## config.mk

```make
export PLATFORM = sky130hd
export DESIGN_NAME = controlador_int
export DESIGN_NICKNAME = d
export VERILOG_FILES = /design/src/rtl/controlador_int.sv
export SDC_FILE = /design/constraint.sdc
export NUM_CORES = 1
export LEC_CHECK = 0
export CORE_MARGIN = 2
export CORE_UTILIZATION = 25
export DETAILED_ROUTE_END_ITERATION = 10
export SETUP_SLACK_MARGIN = 0.3
export SYNTH_ARGS = -nofsm -noshare
export SYNTH_HDL_FRONTEND = slang
export SYNTH_SLANG_ARGS = --single-unit
```

## constraint.sdc

```tcl
create_clock -name clk -period 2.85 [get_ports clk]
set_clock_uncertainty 0.15 [all_clocks]
set_input_delay 0.57 -clock clk [delete_from_list [all_inputs] [get_ports clk]]
set_output_delay 0.57 -clock clk [all_outputs]
set_load 0.005 [all_outputs]
```

## src/rtl/controlador_int.sv

```systemverilog
// controlador_int: prioritised, vectored interrupt controller.
// Rising edges on irq are latched into pending. A software mask, a global
// enable (gie) and the in-service levels (isr) select one candidate, which is
// offered to the CPU through an int_req/int_ack handshake. Line 0 has the
// highest priority. Only sources of strictly higher priority than the lowest
// in-service level may nest. Mask, pending and in-service registers are
// memory-mapped on the data bus.
module controlador_int #(
  parameter int          N_IRQ      = 8,
  parameter logic [15:0] VEC_BASE   = 16'h0100,
  parameter logic [15:0] VEC_STRIDE = 16'h0004,
  parameter logic [15:0] MASK_ADDR  = 16'hFF10,
  parameter logic [15:0] PEND_ADDR  = 16'hFF11,
  parameter logic [15:0] ISR_ADDR   = 16'hFF12
) (
  input  logic             clk,
  input  logic             reset,
  input  logic [N_IRQ-1:0] irq,
  input  logic             we,
  input  logic [15:0]      addr,
  input  logic [15:0]      wdata,
  output logic [15:0]      rdata,
  output logic             int_req,
  output logic [15:0]      int_vec,
  input  logic             int_ack,
  input  logic             int_ret
);

  localparam int IW = (N_IRQ > 1) ? $clog2(N_IRQ) : 1;

  localparam logic [0:0] IDLE = 1'b0;
  localparam logic [0:0] REQ  = 1'b1;

  logic [N_IRQ-1:0] irq_q;
  logic [N_IRQ-1:0] mask;
  logic             gie;
  logic [N_IRQ-1:0] pending;
  logic [N_IRQ-1:0] isr;
  logic [0:0]       state;
  logic [IW-1:0]    idx;

  logic [N_IRQ-1:0] rise;
  logic [N_IRQ-1:0] isr_low;
  logic [N_IRQ-1:0] allowed;
  logic [N_IRQ-1:0] eligible;
  logic [N_IRQ-1:0] w1c_clr;
  logic [N_IRQ-1:0] ack_onehot;
  logic [N_IRQ-1:0] ret_clr;
  logic             cand_valid;
  logic [IW-1:0]    cand_idx;
  logic             mask_wr;
  logic             pend_wr;
  logic             acked;
  logic             withdraw;

  assign rise     = irq & ~irq_q;
  assign mask_wr  = we && (addr == MASK_ADDR);
  assign pend_wr  = we && (addr == PEND_ADDR);
  assign acked    = (state == REQ) && int_ack;
  assign int_req  = (state == REQ);

  // Lowest set bit of isr is the level currently being served; only lines
  // strictly below its index may interrupt it.
  assign isr_low  = isr & (~isr + N_IRQ'(1));
  assign allowed  = (isr == '0) ? '1 : (isr_low - N_IRQ'(1));
  assign eligible = pending & mask & allowed & {N_IRQ{gie}};

  assign w1c_clr  = pend_wr ? wdata[N_IRQ-1:0] : '0;
  assign ret_clr  = int_ret ? isr_low : '0;

  // Software withdrew the request it is currently offering.
  assign withdraw = !(pending[idx] && mask[idx]) || !gie;

  // Fixed-priority pick: lowest eligible index wins.
  // NOTE: every always_comb output gets a default first so no latch is inferred.
  always_comb begin
    cand_valid = 1'b0;
    cand_idx   = '0;
    for (int i = N_IRQ - 1; i >= 0; i--) begin
      if (eligible[i]) begin
        cand_valid = 1'b1;
        cand_idx   = IW'(i);
      end
    end
  end

  // One-hot of the line being acknowledged this cycle.
  always_comb begin
    ack_onehot = '0;
    if (acked) ack_onehot[idx] = 1'b1;
  end

  // Edge detector, mask/gie, pending and in-service registers.
  // NOTE: sequential state uses non-blocking assignments so every register
  // samples the pre-edge values of its neighbours.
  always_ff @(posedge clk) begin
    irq_q <= irq;
    if (!reset) begin
      mask    <= '0;
      gie     <= 1'b0;
      pending <= '0;
      isr     <= '0;
    end else begin
      if (mask_wr) begin
        mask <= wdata[N_IRQ-1:0];
        gie  <= wdata[15];
      end
      // A new edge outranks any clear (W1C or ack) of the same bit.
      pending <= (pending & ~(w1c_clr | ack_onehot)) | rise;
      // Return clears using the old isr; the ack set is applied on top.
      isr     <= (isr & ~ret_clr) | ack_onehot;
    end
  end

  // Request FSM: latch one vector and hold it until ack or withdrawal.
  always_ff @(posedge clk) begin
    if (!reset) begin
      state   <= IDLE;
      idx     <= '0;
      int_vec <= '0;
    end else begin
      case (state)
        IDLE: begin
          if (cand_valid) begin
            state   <= REQ;
            idx     <= cand_idx;
            int_vec <= VEC_BASE + 16'(cand_idx) * VEC_STRIDE;
          end
        end
        REQ: begin
          if (int_ack || withdraw) state <= IDLE;
        end
        default: state <= IDLE;
      endcase
    end
  end

  // Bus read mux.
  always_comb begin
    rdata = '0;
    case (addr)
      MASK_ADDR: begin
        rdata[15]          = gie;
        rdata[N_IRQ-1:0]   = mask;
      end
      PEND_ADDR: rdata[N_IRQ-1:0] = pending;
      ISR_ADDR:  rdata[N_IRQ-1:0] = isr;
      default:   rdata = '0;
    endcase
  end

endmodule

```

==> results of run 1 <==
cells by family (layout without fill, tap and decap cells):
kind of cell,Yosys count,after routing,synth area share [%]
AO/OA/AOI/OAI,47,47,15.47
buffers and inverters,36,85,10.39
flip-flops,38,38,35.49
multiplexers,19,19,10.04
other,1,19,0.1750
AND/OR/NAND/NOR,110,110,28.43
area by class of cell:
cell class              count  area share (%)
multi-input cells         195           42.09
repair buffers             74           24.62
clock buffers               7           2.889
clock inverters             1          0.1675
well taps                 105           4.397
flip-flops and latches     38           25.46
inverters                   3          0.3769
metrics by stage:
step                      total power, mW  setup TNS, ns
after floorplan                    0.6320              0
after global placement             0.6869         -3.505
after detailed placement           0.6875         -3.814
after CTS                           1.072              0
after global routing                1.113              0
final                               1.061              0
tightest hold or removal path, cell delays in order, from the launching register on:
cell	delay [ns]
dfxtp_1	0.32
o21ai_0	0.07
a21oi_1	0.06
timing repair:
item | in CTS | in global routing
setup buffers | 9 | 1
gates resized for setup | 70 | 17
hold buffers | 0 | 0
endpoints found under the setup margin | 9 | 9
pin swaps | 2 | 4
power groups by stage:
stage               Combinational (mW)  Clock (mW)  Sequential, mW
finish                           0.119       0.385           0.556
detailed placement               0.120           0           0.568
global placement                 0.119           0           0.568
CTS                              0.119       0.398           0.555
global route                     0.132       0.423           0.558
floorplan                       0.0663           0           0.566
cells in the final DEF (no fill, tap or decap), types with 6 or more instances in the layout:
master | netlist | layout
a21oi_1 | 12 | 12
a41o_1 | 8 | 8
and2_4 | 0 | 7
buf_4 | 19 | 14
buf_6 | 2 | 18
clkbuf_8 | 0 | 6
clkdlybuf4s50_1 | 0 | 27
conb_1 | 1 | 19
dfxtp_1 | 38 | 38
dlymetal6s2s_1 | 0 | 11
mux2i_1 | 17 | 17
nand2_1 | 46 | 46
nand4_1 | 9 | 9
nor3b_1 | 9 | 9
o21ai_0 | 12 | 12
per-layer routing:
metal / vias up / routed length, um
li1: 1001 / -
met1: 933 / 2845
met2: 80 / 2796
met3: 6 / 472
met4: 0 / 63
met5: - / 0
path summary, 6_finish.rpt:
path               endpoint  slack [ns]  cells after the start
setup / recovery  rdata[15]        0.16                      8
hold / removal       isr[7]        0.35                      2
setup reg to reg     idx[1]        0.75                      4
hold reg to reg      isr[7]        0.35                      2
flip-flops by register name (all words and copies together), names as in the netlist:
signal and flops:
int_vec 2, pending 8, irq_q 8, int_req 1, gie 1, isr 8
mask 8, idx 2
==> results.json, run 1 <==
{
  "cp_slowest_cell": "or4b_4",
  "yosysSeqAreaShare_pct": 35.49,
  "dpl.hpwl_mm": 4.617,
  "p_per_area_nw_per_um2": 355.0,
  "fin_crit_ns": 2.686,
  "synthTopCellsByCount": "46 x nand2_1, 38 x dfxtp_1, 19 x buf_4, 17 x mux2i_1",
  "path_buf_inv": 5,
  "drive_above_1_share_pct": 18.55,
  "routedWlPerCell_um": 14.60,
  "multi_input_area_sq_um": 1257,
  "die_h_um": 96.59,
  "cts_max_path_buffers": 2,
  "drtIter0Drc": 122,
  "endpoint_kind": "primary output",
  "ys_seq_elements": 38,
  "startpoint": "addr[2]",
  "drtPass1Iterations": 4,
  "crit_family": "simple AND/OR/NAND/NOR gates",
  "slew_viol_final": 0,
  "power_frac_clock_pct": 36.3,
  "max-cap-violations": 0,
  "dieArea_sq_um": 9330,
  "grt_start_max_net_pins": 22,
  "fin_crit_sh_pct": 94.25,
  "cts.clk_slew.worst_paths_ns": 0.07,
  "finalHoldViolCount": 0,
  "synth-main-ff-cell": "dfxtp_1",
  "grt-ovfl-total": 0,
  "postLayoutSetupSlackWorst_ns": 0.1638,
  "utilization_pct": 36.18,
  "yosysTopAreaCell": "dfxtp_1",
  "synth_top_area_share_pct": 35.49,
  "clock_sinks": 38,
  "post-place-ws_ns": -0.4734,
  "syn-mean-instance-area_sq_um": 8.539,
  "start_util_pct": 25.95,
  "cts_buffers": 5,
  "antenna_found_initial": 0,
  "cp_slowest_stage_delay_ns": 0.53,
  "area_delta_synth_final_pct": 39.40,
  "async_flop_share_pct": 0,
  "rsz0062_at_grt": "true",
  "hp-start": "isr[7]",
  "vias": 2020,
  "grt_busiest_layer": "met2",
  "max_freq_mhz": 372.3,
  "core-area_sq_um": 8258,
  "min_path_type": "register to register",
  "grt_first_pass_wirelength_mm": 9.832,
  "cts_tree": "built",
  "r2r-start": "isr[0]",
  "p_sw_share_pct": 23.80,
  "port_buffers": 51,
  "wirelength_mm": 6.177,
  "grt_usage_pct": 13.96,
  "synth_area_sq_um": 2143,
  "cp-start-kind": "primary input",
  "switchingPower_uw": 252.4,
  "io-pin-count": 78,
  "seq_area_sq_um": 760.7,
  "crit_fanout": 3,
  "run_status": "completed",
  "vdd_drop_max_mv": 0.2014,
  "placed_area_sq_um": 2739,
  "vias_per_cell": 4.775,
  "p_int_uw": 808.1,
  "clk-insertion-delay-late_ns": 0.29,
  "setup_violations": 0,
  "gp_congestion": 0.8939,
  "rows": 33,
  "cpMostUsedCell": "buf_6",
  "synth-edff-count": 0,
  "path_class": "primary input to primary output",
  "slew_headroom_pct": 57.09,
  "path_cells": "buf_6, or4b_4, nor4_4, buf_6, buf_6, buf_6, and3_4, buf_6",
  "whs_ns": 0.3495,
  "use_met2_pct": 22.34,
  "synth_area_leaders": "dfxtp_1 35%, nand2_1 8.1%, mux2i_1 7.9%",
  "power_frac_seq_pct": 52.4,
  "die_x_um": 96.59,
  "worst_pin_slew_ns": 0.6274,
  "worstPathRequired_ns": 2.13,
  "final_nets": 362,
  "post-place-cells": 405,
  "htree_num_levels": 2,
  "synth_most_common_cell": "nand2_1",
  "synth_cell_types": 45,
  "p_leak_nw": 1.346,
  "cts-root-buf": "clkbuf_8",
  "grtUsageMet1_pct": 18.35,
  "ant_nets": 0,
  "drc_errors": 0,
  "use_met3_pct": 3.957,
  "fillerInstances": 866,
  "yosys_warnings": 0,
  "grt_pass1_vias": 2001,
  "final_area_sq_um": 2988,
  "n_antenna_cell": 0,
  "fin_cells": 423,
  "p_comb_share_pct": 11.3,
  "synth_cells": 251,
  "arrival_ns": 1.97
}
Power figures use the tool's default switching activity.
==> run 2, diff against run 1 <==
Settings changed: HOLD_SLACK_MARGIN set to 0.02, TNS_END_PERCENT set to 5.
==> run 2 against run 1 <==
Effect of this change:
- flip-flop and latch count is the same
- clock power is essentially flat
- worst hold slack lost 0.0023 ns
- setup slack gained 0.0014 ns
==> results.json, run 2 (synthesis gave the netlist of run 1 again) <==
{
  "run_status": "completed",
  "vias_per_cell": 4.791,
  "slew_viol_final": 0,
  "port_buffers": 51,
  "final_area_sq_um": 2927,
  "switchingPower_uw": 249.9,
  "dieArea_sq_um": 9330,
  "antenna_found_initial": 0,
  "final_common_cell": "nand2_1",
  "dpl.hpwl_mm": 4.617,
  "drive_above_1_share_pct": 16.72,
  "fin_cells": 422,
  "area_delta_synth_final_pct": 36.54,
  "p_per_area_nw_per_um2": 361.3,
  "p_leak_nw": 1.319,
  "htree_num_levels": 2,
  "drc_errors": 0,
  "max_freq_mhz": 372.5,
  "endpoint_kind": "primary output",
  "final_cell_mix": "46 x nand2_1, 38 x dfxtp_1, 28 x clkdlybuf4s50_1",
  "crit_family": "simple AND/OR/NAND/NOR gates",
  "slew_headroom_pct": 59.12,
  "worstPathRequired_ns": 2.13,
  "cts_buffers": 5,
  "grt_first_pass_wirelength_mm": 9.818,
  "drtIter0Drc": 120,
  "ant_nets": 0,
  "use_met3_pct": 3.879,
  "die_h_um": 96.59,
  "grt-ovfl-total": 0,
  "wirelength_mm": 6.114,
  "n_antenna_cell": 0,
  "path_class": "primary input to primary output",
  "cts_tree": "built",
  "fin_crit_ns": 2.685,
  "start_util_pct": 25.95,
  "final_nets": 361,
  "clk-insertion-delay-late_ns": 0.29,
  "p_int_uw": 807.4,
  "path_cells": "buf_6, or4b_4, nor4_4, buf_6, buf_6, buf_6, and3_4, buf_6",
  "cts-root-buf": "clkbuf_8",
  "grt_pass1_vias": 1989,
  "cts.clk_slew.worst_paths_ns": 0.07,
  "gp_congestion": 0.8939,
  "rows": 33,
  "p_sw_share_pct": 23.64,
  "fin_crit_sh_pct": 94.21,
  "cp_slowest_cell": "or4b_4",
  "power_mw": 1.057,
  "rsz0062_at_grt": "true",
  "vdd_drop_max_mv": 0.2012,
  "routedWlPerCell_um": 14.49,
  "worst_pin_slew_ns": 0.5978,
  "min_path_type": "register to register",
  "power_frac_clock_pct": 36.2,
  "clock_sinks": 38,
  "grt_busiest_layer": "met2",
  "setup_violations": 0,
  "cp-start-kind": "primary input",
  "finalHoldViolCount": 0,
  "grtUsageMet1_pct": 18.50,
  "grt_start_max_net_pins": 22,
  "grt_usage_pct": 13.96,
  "crit_fanout": 3,
  "post-place-cells": 405,
  "placed_area_sq_um": 2739,
  "path_buf_inv": 5,
  "power_frac_seq_pct": 52.6,
  "die_x_um": 96.59,
  "cpMostUsedCell": "buf_6",
  "vias": 2022,
  "p_comb_share_pct": 11.2,
  "arrival_ns": 1.96,
  "cp_slowest_stage_delay_ns": 0.53,
  "max-cap-violations": 0,
  "cts_max_path_buffers": 2,
  "hold_buffers": 0,
  "core-area_sq_um": 8258,
  "io-pin-count": 78,
  "drtPass1Iterations": 4,
  "use_met2_pct": 22.22
}
run 2: layout make-up:
class                   instances  area, sq um
repair buffers                 73        684.4
well taps                     105        131.4
clock inverters                 1        5.005
flip-flops and latches         38        760.7
fillers                       872         5331
inverters                       3        11.26
multi-input cells             195         1247
clock buffers                   7        86.33
run 2: final timing paths:
check | startpoint | slack, ns | end | cells after the start
worst max-delay path | addr[2] | 0.17 | rdata[15] | 8
worst min-delay path | isr[7] | 0.35 | isr[7] | 2
worst max register to register | isr[0] | 0.75 | idx[1] | 4
worst min register to register | isr[7] | 0.35 | isr[7] | 2
run 2: what timing repair did:
item / CTS / global route
gates resized for setup: 57 / 14
pin swaps: 2 / 4
setup endpoints to repair: 9 / 9
cloned: 0 / 0
buffers inserted: 9 / 0
run 2: metrics by stage:
stage | hold slack, ns | setup WS, ns | utilization [%] | TNS (ns)
floorplan | 0.3006 | 0.3781 | - | 0
global placement | 0.3272 | -0.4341 | 33.17 | -3.505
detailed placement | 0.3383 | -0.4734 | 33.17 | -3.814
CTS | 0.3527 | 0.02356 | 35.02 | 0
global route | 0.3844 | 0.09685 | 35.44 | 0
finish | 0.3471 | 0.1652 | 35.44 | 0
run 2: worst register-to-register path, cell delays in order (launching register included):
cell and delay, ns:
dfxtp_1 0.35, or3_1 0.51, nor4b_1 0.56, o31ai_1 0.24, a211oi_1 0.22
run 2: power groups by stage:
stage	Clock (mW)	Combinational, mW	Sequential [mW]
after floorplan	0	0.0663	0.566
after global placement	0	0.119	0.568
after detailed placement	0	0.120	0.568
after CTS	0.398	0.119	0.555
after global routing	0.423	0.131	0.558
final	0.383	0.119	0.556
run 2: routing by layer:
layer / up-vias / wire [um]
li1: 998 / -
met1: 928 / 2761
met2: 86 / 2749
met3: 10 / 509
met4: 0 / 93
met5: - / 0
==> run 3, diff against run 2 <==
==> constraint.sdc (replaced) <==
create_clock -name clk -period 2.85 [get_ports clk]
set_clock_uncertainty 0.15 [all_clocks]
set_input_delay 0.855 -clock clk [delete_from_list [all_inputs] [get_ports clk]]
set_output_delay 0.855 -clock clk [all_outputs]
set_load 0.005 [all_outputs]
==> run 3 against run 2 <==
Effect of this change:
- the run now ends with negative setup slack left
- global-route usage increased by 0.41 points
- sequential power about the same
- critical path depth unchanged
- register-to-register slack got worse by 0.03 ns
- first-iteration DRC count decreased by 4.2%
- final area increased by 1.3%
- via count decreased by 1.5%
==> results.json, run 3 (synthesis gave the netlist of run 1 again) <==
{
  "rsz0062_at_grt": "true",
  "postLayoutSetupSlackWorst_ns": -0.3466,
  "arrival_ns": 2.19,
  "n_antenna_cell": 0,
  "p_per_area_nw_per_um2": 376.2,
  "vias": 1991,
  "slew_headroom_pct": 60.31,
  "finalHoldViolCount": 0,
  "routedWlPerCell_um": 14.65,
  "violations": "negative setup slack",
  "core-area_sq_um": 8258,
  "grt_start_max_net_pins": 22,
  "rows": 33,
  "cts-root-buf": "clkbuf_8",
  "multi_input_area_sq_um": 1256,
  "final_common_cell": "nand2_1",
  "worstPathRequired_ns": 1.85,
  "antenna_found_initial": 0,
  "grt_usage_pct": 14.37,
  "wirelength_mm": 6.169,
  "fillerInstances": 846,
  "grt-ovfl-total": 0,
  "post-place-cells": 407,
  "port_buffers": 51,
  "io-pin-count": 78,
  "drc_errors": 0,
  "dpl.hpwl_mm": 4.697,
  "p_leak_nw": 1.333,
  "fin_crit_sh_pct": 112.2,
  "min_path_type": "register to register",
  "final_cell_mix": "46 x nand2_1, 38 x dfxtp_1, 27 x clkdlybuf4s50_1",
  "hold_buffers": 0,
  "drive_above_1_share_pct": 18.04,
  "clock_sinks": 38,
  "cp-start-kind": "primary input",
  "cts_buffers": 5,
  "clk-insertion-delay-late_ns": 0.29,
  "max_freq_mhz": 312.8,
  "drtPass1Iterations": 4,
  "die_h_um": 96.59,
  "vdd_drop_max_mv": 0.1848,
  "max-cap-violations": 0,
  "setup_violations": 9,
  "crit_fanout": 2,
  "die_x_um": 96.59,
  "run_status": "complete, but fails checks",
  "grt_first_pass_wirelength_mm": 10.03,
  "slew_viol_final": 0,
  "cts_max_path_buffers": 2,
  "ant_nets": 0,
  "power_mw": 1.115,
  "path_class": "primary input to primary output",
  "drtIter0Drc": 115,
  "post-place-ws_ns": -1.032,
  "endpoint_kind": "primary output",
  "htree_num_levels": 2,
  "cts_tree": "built",
  "fin_crit_ns": 3.197,
  "grt_pass1_vias": 2010,
  "dieArea_sq_um": 9330,
  "seq_area_sq_um": 760.7,
  "start_util_pct": 25.95,
  "final_nets": 360,
  "cts.clk_slew.worst_paths_ns": 0.07,
  "gp_congestion": 0.8881,
  "worst_pin_slew_ns": 0.5804,
  "fin_cells": 421,
  "vias_per_cell": 4.729,
  "area_delta_synth_final_pct": 38.30
}
-- run 3: changes by cell type in the layout (fill, tap and decap cells not counted), sizes merged --
cell           change
clkdlybuf4s15      -1
clkinv             -1
clkbuf             +1
clkdlybuf4s50      -1
dlymetal6s2s       +1
-- run 3: repair_timing --
item,in CTS,in global routing
gates resized for setup,64,16
endpoints found under the setup margin,25,25
pin swaps,3,3
buffers inserted,6,0
-- run 3: critical path: stages --
cell and delay [ns]:
buf_6 0.09, or4b_4 0.53, nor4_4 0.19, buf_4 0.16
buf_6 0.08, buf_6 0.08, and2_4 0.12, buf_6 0.08
-- run 3: final timing paths --
kind	start	endpoint	slack, ns	cells past startpoint
max reg2reg	isr[2]	idx[1]	0.72	4
min reg2reg	mask[3]	mask[3]	0.35	2
min	mask[3]	mask[3]	0.35	2
max	addr[5]	rdata[1]	-0.35	8
-- run 3: final cells by class --
| type | instances | share of cell area [%] |
|---|---|---|
| inverters | 3 | 0.3799 |
| flip-flops and latches | 38 | 25.66 |
| well taps | 105 | 4.432 |
| multi-input cells | 195 | 42.38 |
| repair buffers | 72 | 23.43 |
| clock buffers | 8 | 3.715 |
-- run 3: layer usage --
metal / GRT usage, % / wire length (um)
met1: 19.51 / 2897
met2: 22.11 / 2644
met3: 2.870 / 474
met4: 6.221 / 153
met5: 0 / 0
-- run 3: per-stage QoR --
stage	util (%)	hold slack, ns	TNS, ns	cell area [sq um]
after floorplan	-	0.3006	-1.527	2211
after global placement	33.35	0.3277	-11.24	2754
after detailed placement	33.35	0.3408	-11.60	2754
after CTS	35.41	0.3514	-3.998	2924
after global routing	35.89	0.3672	-3.268	2964
final	35.89	0.3456	-2.751	2964
-- run 3: where the power goes --
| part | switching, mW | leakage, nW | total, mW | internal, mW |
|---|---|---|---|---|
| clock | 0.195 | 0.0575 | 0.439 | 0.244 |
| combinational | 0.0524 | 0.964 | 0.120 | 0.0677 |
| sequential | 0.0102 | 0.311 | 0.556 | 0.546 |
